<file path="config.mk">
export PLATFORM = sky130hd
export DESIGN_NAME = wb2axil_flat
export DESIGN_NICKNAME = d
export VERILOG_FILES = /design/src/rtl/wb2axil_if.sv /design/src/rtl/wb2axil.sv /design/src/flat_wrapper.sv
export SDC_FILE = /design/constraint.sdc
export NUM_CORES = 1
export LEC_CHECK = 0
export CORE_MARGIN = 5
export CORE_UTILIZATION = 40
export CTS_CLUSTER_SIZE = 12
export DETAILED_ROUTE_END_ITERATION = 16
export DONT_BUFFER_PORTS = 1
export PLACE_DENSITY_LB_ADDON = 0.25
export REMOVE_ABC_BUFFERS = 1
export SYNTH_ARGS = -nofsm -noshare
export SYNTH_HDL_FRONTEND = slang
export SYNTH_SLANG_ARGS = --single-unit
export TNS_END_PERCENT = 100
</file>
<file path="constraint.sdc">
create_clock -name i_clk -period 2.1 [get_ports i_clk]
set_input_delay 0.315 -clock i_clk [delete_from_list [all_inputs] [get_ports i_clk]]
set_output_delay 0.315 -clock i_clk [all_outputs]
set_load 0.01 [all_outputs]
</file>
<file path="src/rtl/wb2axil_if.sv">
// Bus bundle for the Wishbone-classic to AXI4-lite bridge.
// Signal names keep the bridge's port naming: i_* are driven towards the
// bridge and o_* are driven by it.
//   slave  : the bridge's view (Wishbone slave side plus AXI-lite master side)
//   master : the environment's view (Wishbone initiator plus AXI-lite target)
interface wb2axil_if #(
   parameter int unsigned AW = 12
);
   // Wishbone side (word address [AW-1:2])
   logic [AW-3:0] i_wb_adr;
   logic [31:0]   i_wb_dat;
   logic [3:0]    i_wb_sel;
   logic          i_wb_we;
   logic          i_wb_cyc;
   logic          i_wb_stb;
   logic [31:0]   o_wb_rdt;
   logic          o_wb_ack;
   logic          o_wb_err;
   // AXI-lite write channels
   logic [AW-1:0] o_awaddr;
   logic          o_awvalid;
   logic          i_awready;
   logic [63:0]   o_wdata;
   logic [7:0]    o_wstrb;
   logic          o_wvalid;
   logic          i_wready;
   logic [1:0]    i_bresp;
   logic          i_bvalid;
   logic          o_bready;
   // AXI-lite read channels
   logic [AW-1:0] o_araddr;
   logic          o_arvalid;
   logic          i_arready;
   logic [63:0]   i_rdata;
   logic [1:0]    i_rresp;
   logic          i_rvalid;
   logic          o_rready;

   modport slave (
      input  i_wb_adr, i_wb_dat, i_wb_sel, i_wb_we, i_wb_cyc, i_wb_stb,
      output o_wb_rdt, o_wb_ack, o_wb_err,
      output o_awaddr, o_awvalid, input i_awready,
      output o_wdata, o_wstrb, o_wvalid, input i_wready,
      input  i_bresp, i_bvalid, output o_bready,
      output o_araddr, o_arvalid, input i_arready,
      input  i_rdata, i_rresp, i_rvalid, output o_rready
   );

   modport master (
      output i_wb_adr, i_wb_dat, i_wb_sel, i_wb_we, i_wb_cyc, i_wb_stb,
      input  o_wb_rdt, o_wb_ack, o_wb_err,
      input  o_awaddr, o_awvalid, output i_awready,
      input  o_wdata, o_wstrb, o_wvalid, output i_wready,
      output i_bresp, i_bvalid, input o_bready,
      input  o_araddr, o_arvalid, output i_arready,
      output i_rdata, i_rresp, i_rvalid, input o_rready
   );
endinterface

</file>
<file path="src/rtl/wb2axil.sv">
// Wishbone classic 32-bit slave to AXI4-lite 64-bit master bridge.
// One transaction in flight; the 32-bit word maps onto the 64-bit lane
// selected by byte-address bit 2 (word-address bit 0).
// Ports:
//   i_clk  clock
//   i_rst  synchronous active-high reset
//   bus    wb2axil_if.slave: Wishbone slave inputs/outputs and the
//          AXI-lite AW/W/B/AR/R master channels; all outputs registered.
module wb2axil #(
   parameter int unsigned AW = 12
) (
   input  logic     i_clk,
   input  logic     i_rst,
   wb2axil_if.slave bus
);

   localparam logic [2:0] S_IDLE  = 3'd0;
   localparam logic [2:0] S_WADDR = 3'd1;
   localparam logic [2:0] S_WRESP = 3'd2;
   localparam logic [2:0] S_RADDR = 3'd3;
   localparam logic [2:0] S_RRESP = 3'd4;
   localparam logic [2:0] S_DONE  = 3'd5;

   logic [2:0]    state,   state_n;
   logic          hi,      hi_n;
   logic [31:0]   rdt,     rdt_n;
   logic          ack,     ack_n;
   logic          err,     err_n;
   logic [AW-1:0] awaddr,  awaddr_n;
   logic          awvalid, awvalid_n;
   logic [63:0]   wdata,   wdata_n;
   logic [7:0]    wstrb,   wstrb_n;
   logic          wvalid,  wvalid_n;
   logic          bready,  bready_n;
   logic [AW-1:0] araddr,  araddr_n;
   logic          arvalid, arvalid_n;
   logic          rready,  rready_n;

   logic aw_hs_c;
   logic w_hs_c;
   logic unused_c;

   assign aw_hs_c  = awvalid & bus.i_awready;
   assign w_hs_c   = wvalid & bus.i_wready;
   // Only the error bit of the response code matters (OKAY/EXOKAY vs SLVERR/DECERR).
   assign unused_c = ^{bus.i_bresp[0], bus.i_rresp[0]};

   // State and output registers
   always_ff @(posedge i_clk) begin
      if (i_rst) begin
         state   <= S_IDLE;
         hi      <= 1'b0;
         rdt     <= '0;
         ack     <= 1'b0;
         err     <= 1'b0;
         awaddr  <= '0;
         awvalid <= 1'b0;
         wdata   <= '0;
         wstrb   <= '0;
         wvalid  <= 1'b0;
         bready  <= 1'b0;
         araddr  <= '0;
         arvalid <= 1'b0;
         rready  <= 1'b0;
      end else begin
         state   <= state_n;
         hi      <= hi_n;
         rdt     <= rdt_n;
         ack     <= ack_n;
         err     <= err_n;
         awaddr  <= awaddr_n;
         awvalid <= awvalid_n;
         wdata   <= wdata_n;
         wstrb   <= wstrb_n;
         wvalid  <= wvalid_n;
         bready  <= bready_n;
         araddr  <= araddr_n;
         arvalid <= arvalid_n;
         rready  <= rready_n;
      end
   end

   // Next-state and next-output logic
   always_comb begin
      state_n   = state;
      hi_n      = hi;
      rdt_n     = rdt;
      ack_n     = 1'b0;
      err_n     = 1'b0;
      awaddr_n  = awaddr;
      awvalid_n = awvalid;
      wdata_n   = wdata;
      wstrb_n   = wstrb;
      wvalid_n  = wvalid;
      bready_n  = bready;
      araddr_n  = araddr;
      arvalid_n = arvalid;
      rready_n  = rready;

      case (state)
         S_IDLE: begin
            if (bus.i_wb_cyc && bus.i_wb_stb) begin
               hi_n = bus.i_wb_adr[0];
               if (bus.i_wb_we) begin
                  awaddr_n  = {bus.i_wb_adr, 2'b00};
                  wdata_n   = {bus.i_wb_dat, bus.i_wb_dat};
                  wstrb_n   = bus.i_wb_adr[0] ? {bus.i_wb_sel, 4'h0}
                                              : {4'h0, bus.i_wb_sel};
                  awvalid_n = 1'b1;
                  wvalid_n  = 1'b1;
                  state_n   = S_WADDR;
               end else begin
                  araddr_n  = {bus.i_wb_adr, 2'b00};
                  arvalid_n = 1'b1;
                  state_n   = S_RADDR;
               end
            end
         end

         // A channel whose valid is already low has handshaken earlier.
         S_WADDR: begin
            if (aw_hs_c) awvalid_n = 1'b0;
            if (w_hs_c)  wvalid_n  = 1'b0;
            if ((!awvalid || aw_hs_c) && (!wvalid || w_hs_c)) begin
               bready_n = 1'b1;
               state_n  = S_WRESP;
            end
         end

         // Response is always consumed; the Wishbone completion is dropped on abort.
         S_WRESP: begin
            if (bus.i_bvalid) begin
               bready_n = 1'b0;
               if (bus.i_wb_cyc) begin
                  err_n = bus.i_bresp[1];
                  ack_n = !bus.i_bresp[1];
               end
               state_n = S_DONE;
            end
         end

         S_RADDR: begin
            if (bus.i_arready) begin
               arvalid_n = 1'b0;
               rready_n  = 1'b1;
               state_n   = S_RRESP;
            end
         end

         S_RRESP: begin
            if (bus.i_rvalid) begin
               rready_n = 1'b0;
               rdt_n    = hi ? bus.i_rdata[63:32] : bus.i_rdata[31:0];
               if (bus.i_wb_cyc) begin
                  err_n = bus.i_rresp[1];
                  ack_n = !bus.i_rresp[1];
               end
               state_n = S_DONE;
            end
         end

         // ack/err are visible for this single cycle only.
         S_DONE: state_n = S_IDLE;

         default: state_n = S_IDLE;
      endcase
   end

   assign bus.o_wb_rdt  = rdt;
   assign bus.o_wb_ack  = ack;
   assign bus.o_wb_err  = err;
   assign bus.o_awaddr  = awaddr;
   assign bus.o_awvalid = awvalid;
   assign bus.o_wdata   = wdata;
   assign bus.o_wstrb   = wstrb;
   assign bus.o_wvalid  = wvalid;
   assign bus.o_bready  = bready;
   assign bus.o_araddr  = araddr;
   assign bus.o_arvalid = arvalid;
   assign bus.o_rready  = rready;

endmodule

</file>
<file path="src/flat_wrapper.sv">
// flat-port wrapper written by rule: the top's interface ports become plain ports
module wb2axil_flat 
#(
   parameter int unsigned AW = 12
)
  (i_clk, i_rst, bus_i_wb_adr, bus_i_wb_dat, bus_i_wb_sel, bus_i_wb_we, bus_i_wb_cyc, bus_i_wb_stb, bus_o_wb_rdt, bus_o_wb_ack, bus_o_wb_err, bus_o_awaddr, bus_o_awvalid, bus_i_awready, bus_o_wdata, bus_o_wstrb, bus_o_wvalid, bus_i_wready, bus_i_bresp, bus_i_bvalid, bus_o_bready, bus_o_araddr, bus_o_arvalid, bus_i_arready, bus_i_rdata, bus_i_rresp, bus_i_rvalid, bus_o_rready);
  wb2axil_if #(.AW(AW)) bus_i ();
  input  logic i_clk;
  input  logic i_rst;
  input wire logic [$bits(bus_i.i_wb_adr)-1:0] bus_i_wb_adr;
  input wire logic [$bits(bus_i.i_wb_dat)-1:0] bus_i_wb_dat;
  input wire logic [$bits(bus_i.i_wb_sel)-1:0] bus_i_wb_sel;
  input wire logic [$bits(bus_i.i_wb_we)-1:0] bus_i_wb_we;
  input wire logic [$bits(bus_i.i_wb_cyc)-1:0] bus_i_wb_cyc;
  input wire logic [$bits(bus_i.i_wb_stb)-1:0] bus_i_wb_stb;
  output wire logic [$bits(bus_i.o_wb_rdt)-1:0] bus_o_wb_rdt;
  output wire logic [$bits(bus_i.o_wb_ack)-1:0] bus_o_wb_ack;
  output wire logic [$bits(bus_i.o_wb_err)-1:0] bus_o_wb_err;
  output wire logic [$bits(bus_i.o_awaddr)-1:0] bus_o_awaddr;
  output wire logic [$bits(bus_i.o_awvalid)-1:0] bus_o_awvalid;
  input wire logic [$bits(bus_i.i_awready)-1:0] bus_i_awready;
  output wire logic [$bits(bus_i.o_wdata)-1:0] bus_o_wdata;
  output wire logic [$bits(bus_i.o_wstrb)-1:0] bus_o_wstrb;
  output wire logic [$bits(bus_i.o_wvalid)-1:0] bus_o_wvalid;
  input wire logic [$bits(bus_i.i_wready)-1:0] bus_i_wready;
  input wire logic [$bits(bus_i.i_bresp)-1:0] bus_i_bresp;
  input wire logic [$bits(bus_i.i_bvalid)-1:0] bus_i_bvalid;
  output wire logic [$bits(bus_i.o_bready)-1:0] bus_o_bready;
  output wire logic [$bits(bus_i.o_araddr)-1:0] bus_o_araddr;
  output wire logic [$bits(bus_i.o_arvalid)-1:0] bus_o_arvalid;
  input wire logic [$bits(bus_i.i_arready)-1:0] bus_i_arready;
  input wire logic [$bits(bus_i.i_rdata)-1:0] bus_i_rdata;
  input wire logic [$bits(bus_i.i_rresp)-1:0] bus_i_rresp;
  input wire logic [$bits(bus_i.i_rvalid)-1:0] bus_i_rvalid;
  output wire logic [$bits(bus_i.o_rready)-1:0] bus_o_rready;
  assign bus_i.i_wb_adr = bus_i_wb_adr;
  assign bus_i.i_wb_dat = bus_i_wb_dat;
  assign bus_i.i_wb_sel = bus_i_wb_sel;
  assign bus_i.i_wb_we = bus_i_wb_we;
  assign bus_i.i_wb_cyc = bus_i_wb_cyc;
  assign bus_i.i_wb_stb = bus_i_wb_stb;
  assign bus_o_wb_rdt = bus_i.o_wb_rdt;
  assign bus_o_wb_ack = bus_i.o_wb_ack;
  assign bus_o_wb_err = bus_i.o_wb_err;
  assign bus_o_awaddr = bus_i.o_awaddr;
  assign bus_o_awvalid = bus_i.o_awvalid;
  assign bus_i.i_awready = bus_i_awready;
  assign bus_o_wdata = bus_i.o_wdata;
  assign bus_o_wstrb = bus_i.o_wstrb;
  assign bus_o_wvalid = bus_i.o_wvalid;
  assign bus_i.i_wready = bus_i_wready;
  assign bus_i.i_bresp = bus_i_bresp;
  assign bus_i.i_bvalid = bus_i_bvalid;
  assign bus_o_bready = bus_i.o_bready;
  assign bus_o_araddr = bus_i.o_araddr;
  assign bus_o_arvalid = bus_i.o_arvalid;
  assign bus_i.i_arready = bus_i_arready;
  assign bus_i.i_rdata = bus_i_rdata;
  assign bus_i.i_rresp = bus_i_rresp;
  assign bus_i.i_rvalid = bus_i_rvalid;
  assign bus_o_rready = bus_i.o_rready;
  wb2axil #(.AW(AW)) u_core (.i_clk(i_clk), .i_rst(i_rst), .bus(bus_i));
endmodule
</file>
After elaboration in Yosys (flattened, before gate mapping)
Index checks and enable logic that the tools add are counted.
Widths: inputs -> output; s select.
{"block": "totals", "output_inout_bits": 135, "wordCells": 88, "ff_bits": 135, "in_bits": 124}
{"block": "op_classes", "reduce_logical": 23, "muxes": 35, "n_eq_ne": 13, "bitwise": 3}
{"op": "$mux 32", "count": 1}
{"op": "$mux 1", "count": 19}
{"op": "$mux 3", "count": 5}
{"op": "$pmux 3 s5", "count": 1}
{"op": "$pmux 1 s2", "count": 7}
{"op": "$reduce_and 3->1", "count": 4}
{"op": "$reduce_and 4->1", "count": 3}
{"op": "$ne 2x2->1 const B", "count": 5}
{"op": "$mux 8", "count": 1}
{"op": "$ne 2x1->1 const B", "count": 4}
{"op": "$reduce_bool 2->1", "count": 4}
{"op": "$eq 3x2->1 const B", "count": 2}
{"op": "$reduce_and 5->1", "count": 1}
{"op": "$logic_not 1->1", "count": 4}
{"op": "$reduce_and 2->1", "count": 2}
{"op": "$eq 3x1->1 const B", "count": 1}
{"op": "$eq 3x3->1 const B", "count": 1}
{"op": "$logic_not 3->1", "count": 1}
{"op": "$and 1x1->1", "count": 2}
{"op": "$logic_and 1x1->1", "count": 2}
{"op": "$logic_or 1x1->1", "count": 2}
{"op": "$mux 2", "count": 1}
{"op": "$not 1->1", "count": 1}

Depth between registers and ports, before layout
{"block": "depth", "word_depth": 5, "depth_mapped": 7, "mapped_depth_nobuf": 4}

Least setup slack after synthesis
OpenSTA, ideal clock, no wires.
{"block": "synth_path", "path_type": "flip-flop to flip-flop", "from": "register u_core.state[0]", "to": "register u_core.rdt[21], in the netlist u_core.bus.o_wb_rdt[21]", "setup_time_ns": 0.142, "setup_slack_ns": 0.822, "synth_period_minus_slack_ns": 1.278, "n_path_buf": 3, "t_required_ns": 1.958, "path_stages_with_launch": 7, "arrival_ns": 1.136, "cell_sequence": "dfxtp_1 buf_6 nor2_4 and3_4 buf_6 buf_2 a211oi_1"}
{"block": "synth_between", "elab_chain_cells": 2}
{"item": "start: declaration", "line_no": "wb2axil.sv:24", "rtl": "logic [2:0] state, state_n;"}
{"item": "start signal: assignment", "line_no": "wb2axil.sv:66", "rtl": "state <= state_n;"}
{"item": "$eq 3x3->1", "line_no": "wb2axil.sv:100", "rtl": "case (state)"}
{"item": "$reduce_and 2->1 (no line)"}
{"item": "end signal: assignment", "line_no": "wb2axil.sv:68", "rtl": "rdt <= rdt_n;"}
{"item": "end: declaration", "line_no": "wb2axil.sv:26", "rtl": "logic [31:0] rdt, rdt_n;"}
Every way passes these cells.
A chain may end at the register's enable or synchronous reset.

Final worst setup path
{"block": "layout_path", "from": "register u_core.state[1]", "to": "register u_core.wdata[50], in the netlist u_core.bus.o_wdata[50]"}
{"block": "layout_between", "elab_chain_cells": 2}
{"item": "$logic_not 3->1", "line_no": "wb2axil.sv:100"}
{"item": "$reduce_and 3->1 (no line)"}
{"item": "end signal: assignment", "line_no": "wb2axil.sv:73", "rtl": "wdata <= wdata_n;"}
{"item": "end: declaration", "line_no": "wb2axil.sv:31", "rtl": "logic [63:0] wdata, wdata_n;"}
Every way passes these cells.

==> results.cfg <==
[cells_and_area]
stdcell_area_mm2 = 0.00446
fillCellCount = 1076
stdcell_count = 591
post-route-util = 0.413
area_growth_pct = 1.16
final_cell_mix = dfxtp_1, nand2_1, a21oi_1
n_antenna_cell = 0
multi_input_area_mm2 = 0.00186
layout-drive-gt1-share = 0.104
regArea_mm2 = 0.00206
final_common_cell = dfxtp_1
final_nets = 570

[grt]
antenna_found_initial = 0
grt_start_max_net_pins = 71
grt_pass1_wl_um = 16400
first_global_vias = 3044
grt_overflow = 0
grtUsageTotal = 0.158

[placed_design]
dp_cells = 571
gp_congestion = 0.760
place_ws_ns = 0.380
port_buffers = 0
postPlaceCellArea_mm2 = 0.00420
hpwl_um = 7730

[power_and_ir_drop]
seqPwrFrac = 0.570
ir_worst_vdd_mv = 0.388
leakage_nw = 1.47
comb_power_share = 0.118
power_frac_clock = 0.312
p_switching_mw = 1.23
power_density_mw_per_mm2 = 891
p_int_mw = 2.74
swShare = 0.309

[sta]
finalClockSkew_ns = 0.0145
setup_viol = 0
tightest_slew_ns = 1.06
rsz0062_at_grt = false
hold_violations = 0
layout_min_cycle_time_ns = 1.72
totalNegativeSetupSlack_ns = 0
fin_ws_ns = 0.382
min_period_over_period = 0.818
relSlewSlack = 0.290
drv_slew = 0
fmax_ghz = 0.582

[clock_tree]
clk_pin_slew_ns = 0.11
cts_setup_buffers = 0
ctsHtreeMaxLevel = 3
holdBufCountCts = 3
clock_latency_ns = 0.38
numCtsBuffers = 9
root_buffer = clkbuf_8
cts_buffer_depth = 2
ctsResizeCount = 0
cts_tree = yes
clock-sinks = 103

[yosys]
ys_ff_latch = 103
netlist.area_leader.share = 0.468
synth_area_mm2 = 0.00440
avgSynthCellArea_um2 = 8.93
synth_cells = 493
synth_cell_types = 33
ys_seq_area_frac = 0.468
synth.area.top_cells = dfxtp_1, mux2i_1, nand2_1, buf_4, a21oi_1
synth_warnings = 0
synth_area_leader_cell = dfxtp_1

[routing]
antenna_left = 0
drt_iter0_drc = 156
routed_wl_um = 11000
avgRoutedWirePerCell_um = 18.7
vias_per_cell = 5.29
first_pass_iters = 4
vias = 3124
drc_errors = 0

[worst_setup_path]
critical_path_required_ns = 2.39
cp.arrival_ns = 2.01
crit_fanout = 41
end_kind = register
crit_type = register to register
start_kind = register

[floorplan]
row_count = 38
die_area_mm2 = 0.0132
die_h_um = 115
core-area_mm2 = 0.0108
fp.dieW_um = 115
start_util = 0.408
pin_count = 259

[run_status]
status = complete, no violations

[flow_run]
cap_violations = 0

[hold_path]
hold_path_class = primary input to register
==> per-stage QoR <==
stage	hold WS [ns]	total power, mW
3_3_place_gp	0.393	2.72
4_1_cts	0.00515	4.03
5_1_grt	0.0100	4.18
6_report	0.0359	3.97
2_1_floorplan	0.380	2.61
3_5_place_dp	0.396	2.74
==> worst paths after layout <==
| path | start | end | slack, ns | cells after the start |
|---|---|---|---|---|
| setup / recovery | u_core.state[1] | u_core.bus.o_wdata[50] | 0.38 | 5 |
| setup reg to reg | u_core.state[1] | u_core.bus.o_wdata[50] | 0.38 | 5 |
| hold / removal | i_rst | u_core.state[0] | 0.04 | 1 |
| hold reg to reg | u_core.bus.o_arvalid | u_core.bus.o_arvalid | 0.51 | 2 |
==> routing by layer <==
layer / GRT usage / wire (µm) / vias to the layer above
met2: 0.261 / 5220 / 204
met4: 0.0649 / 157 / 0
met3: 0.0758 / 1520 / 12
li1: - / - / 1533
met1: 0.176 / 4130 / 1375
met5: 0 / 0 / -
==> critical path, cell delays in order (launching register included) <==
cell	delay, ns
dfxtp_1	0.64
nor2b_2	0.13
nand4_1	0.19
buf_4	0.40
nand2_1	0.10
a21oi_1	0.15
==> state kept, by name, indices dropped and copies added (netlist names) <==
name,count
u_core.bus.o_wb_err,1
u_core.bus.o_araddr,10
u_core.state,3
u_core.hi,1
u_core.bus.o_awaddr,10
u_core.bus.o_wb_ack,1
u_core.bus.o_wb_rdt,32
u_core.bus.o_rready,1
u_core.bus.o_wstrb,8
u_core.bus.o_wvalid,1
u_core.bus.o_arvalid,1
u_core.bus.o_wdata,32
u_core.bus.o_bready,1
u_core.bus.o_awvalid,1
==> power by group through the flow <==
stage | Sequential [mW] | Combinational (mW) | Clock (mW)
finish | 2.26 | 0.470 | 1.24
global route | 2.28 | 0.531 | 1.37
CTS | 2.26 | 0.474 | 1.29
detailed placement | 2.31 | 0.431 | 0
global placement | 2.31 | 0.416 | 0
floorplan | 2.28 | 0.335 | 0
==> Yosys cell counts <==
cell type  count
o2bb2ai_1      1
a21oi_1       56
nor2b_2        1
nand2_1       98
nand4_1        2
nand2b_1       1
buf_2         10
and4_1         1
buf_4         43
nor2_1        48
mux2i_1       43
and3_4         1
o211ai_1       1
a2111oi_0      1
conb_1         1
mux2_2         1
nor3b_1        1
nor4bb_1       1
a211oi_1      19
clkbuf_1      16
nand3b_1       5
nor3_1         1
nand4b_1       2
a211oi_2      14
o22a_1         1
nor2_4         2
inv_1          2
buf_6          5
xor2_1         1
a22oi_1        2
dfxtp_1      103
a221oi_1       1
nand3_1        8
==> layout make-up <==
type / instances / share of cell area
Sequential cell: 103 / 0.463
Multi-Input combinational cell: 317 / 0.417
Tap cell: 140 / 0.0393
Timing Repair Buffer: 13 / 0.0337
Clock buffer: 9 / 0.0278
Clock inverter: 7 / 0.0174
Inverter: 2 / 0.00168
==> cell families (layout without fill, tap and decap cells) <==
logic type | Yosys count | count (layout) | synth area share
DFF | 103 | 103 | 0.468
other | 1 | 4 | 0.000851
and+or+nand+nor | 172 | 172 | 0.167
muxes | 44 | 44 | 0.100
buffers and inverters | 76 | 31 | 0.113
xor gates and xnor gates | 1 | 1 | 0.00199
AOI/OAI and AO/OA | 96 | 96 | 0.149
Power figures use the tool's default switching activity.
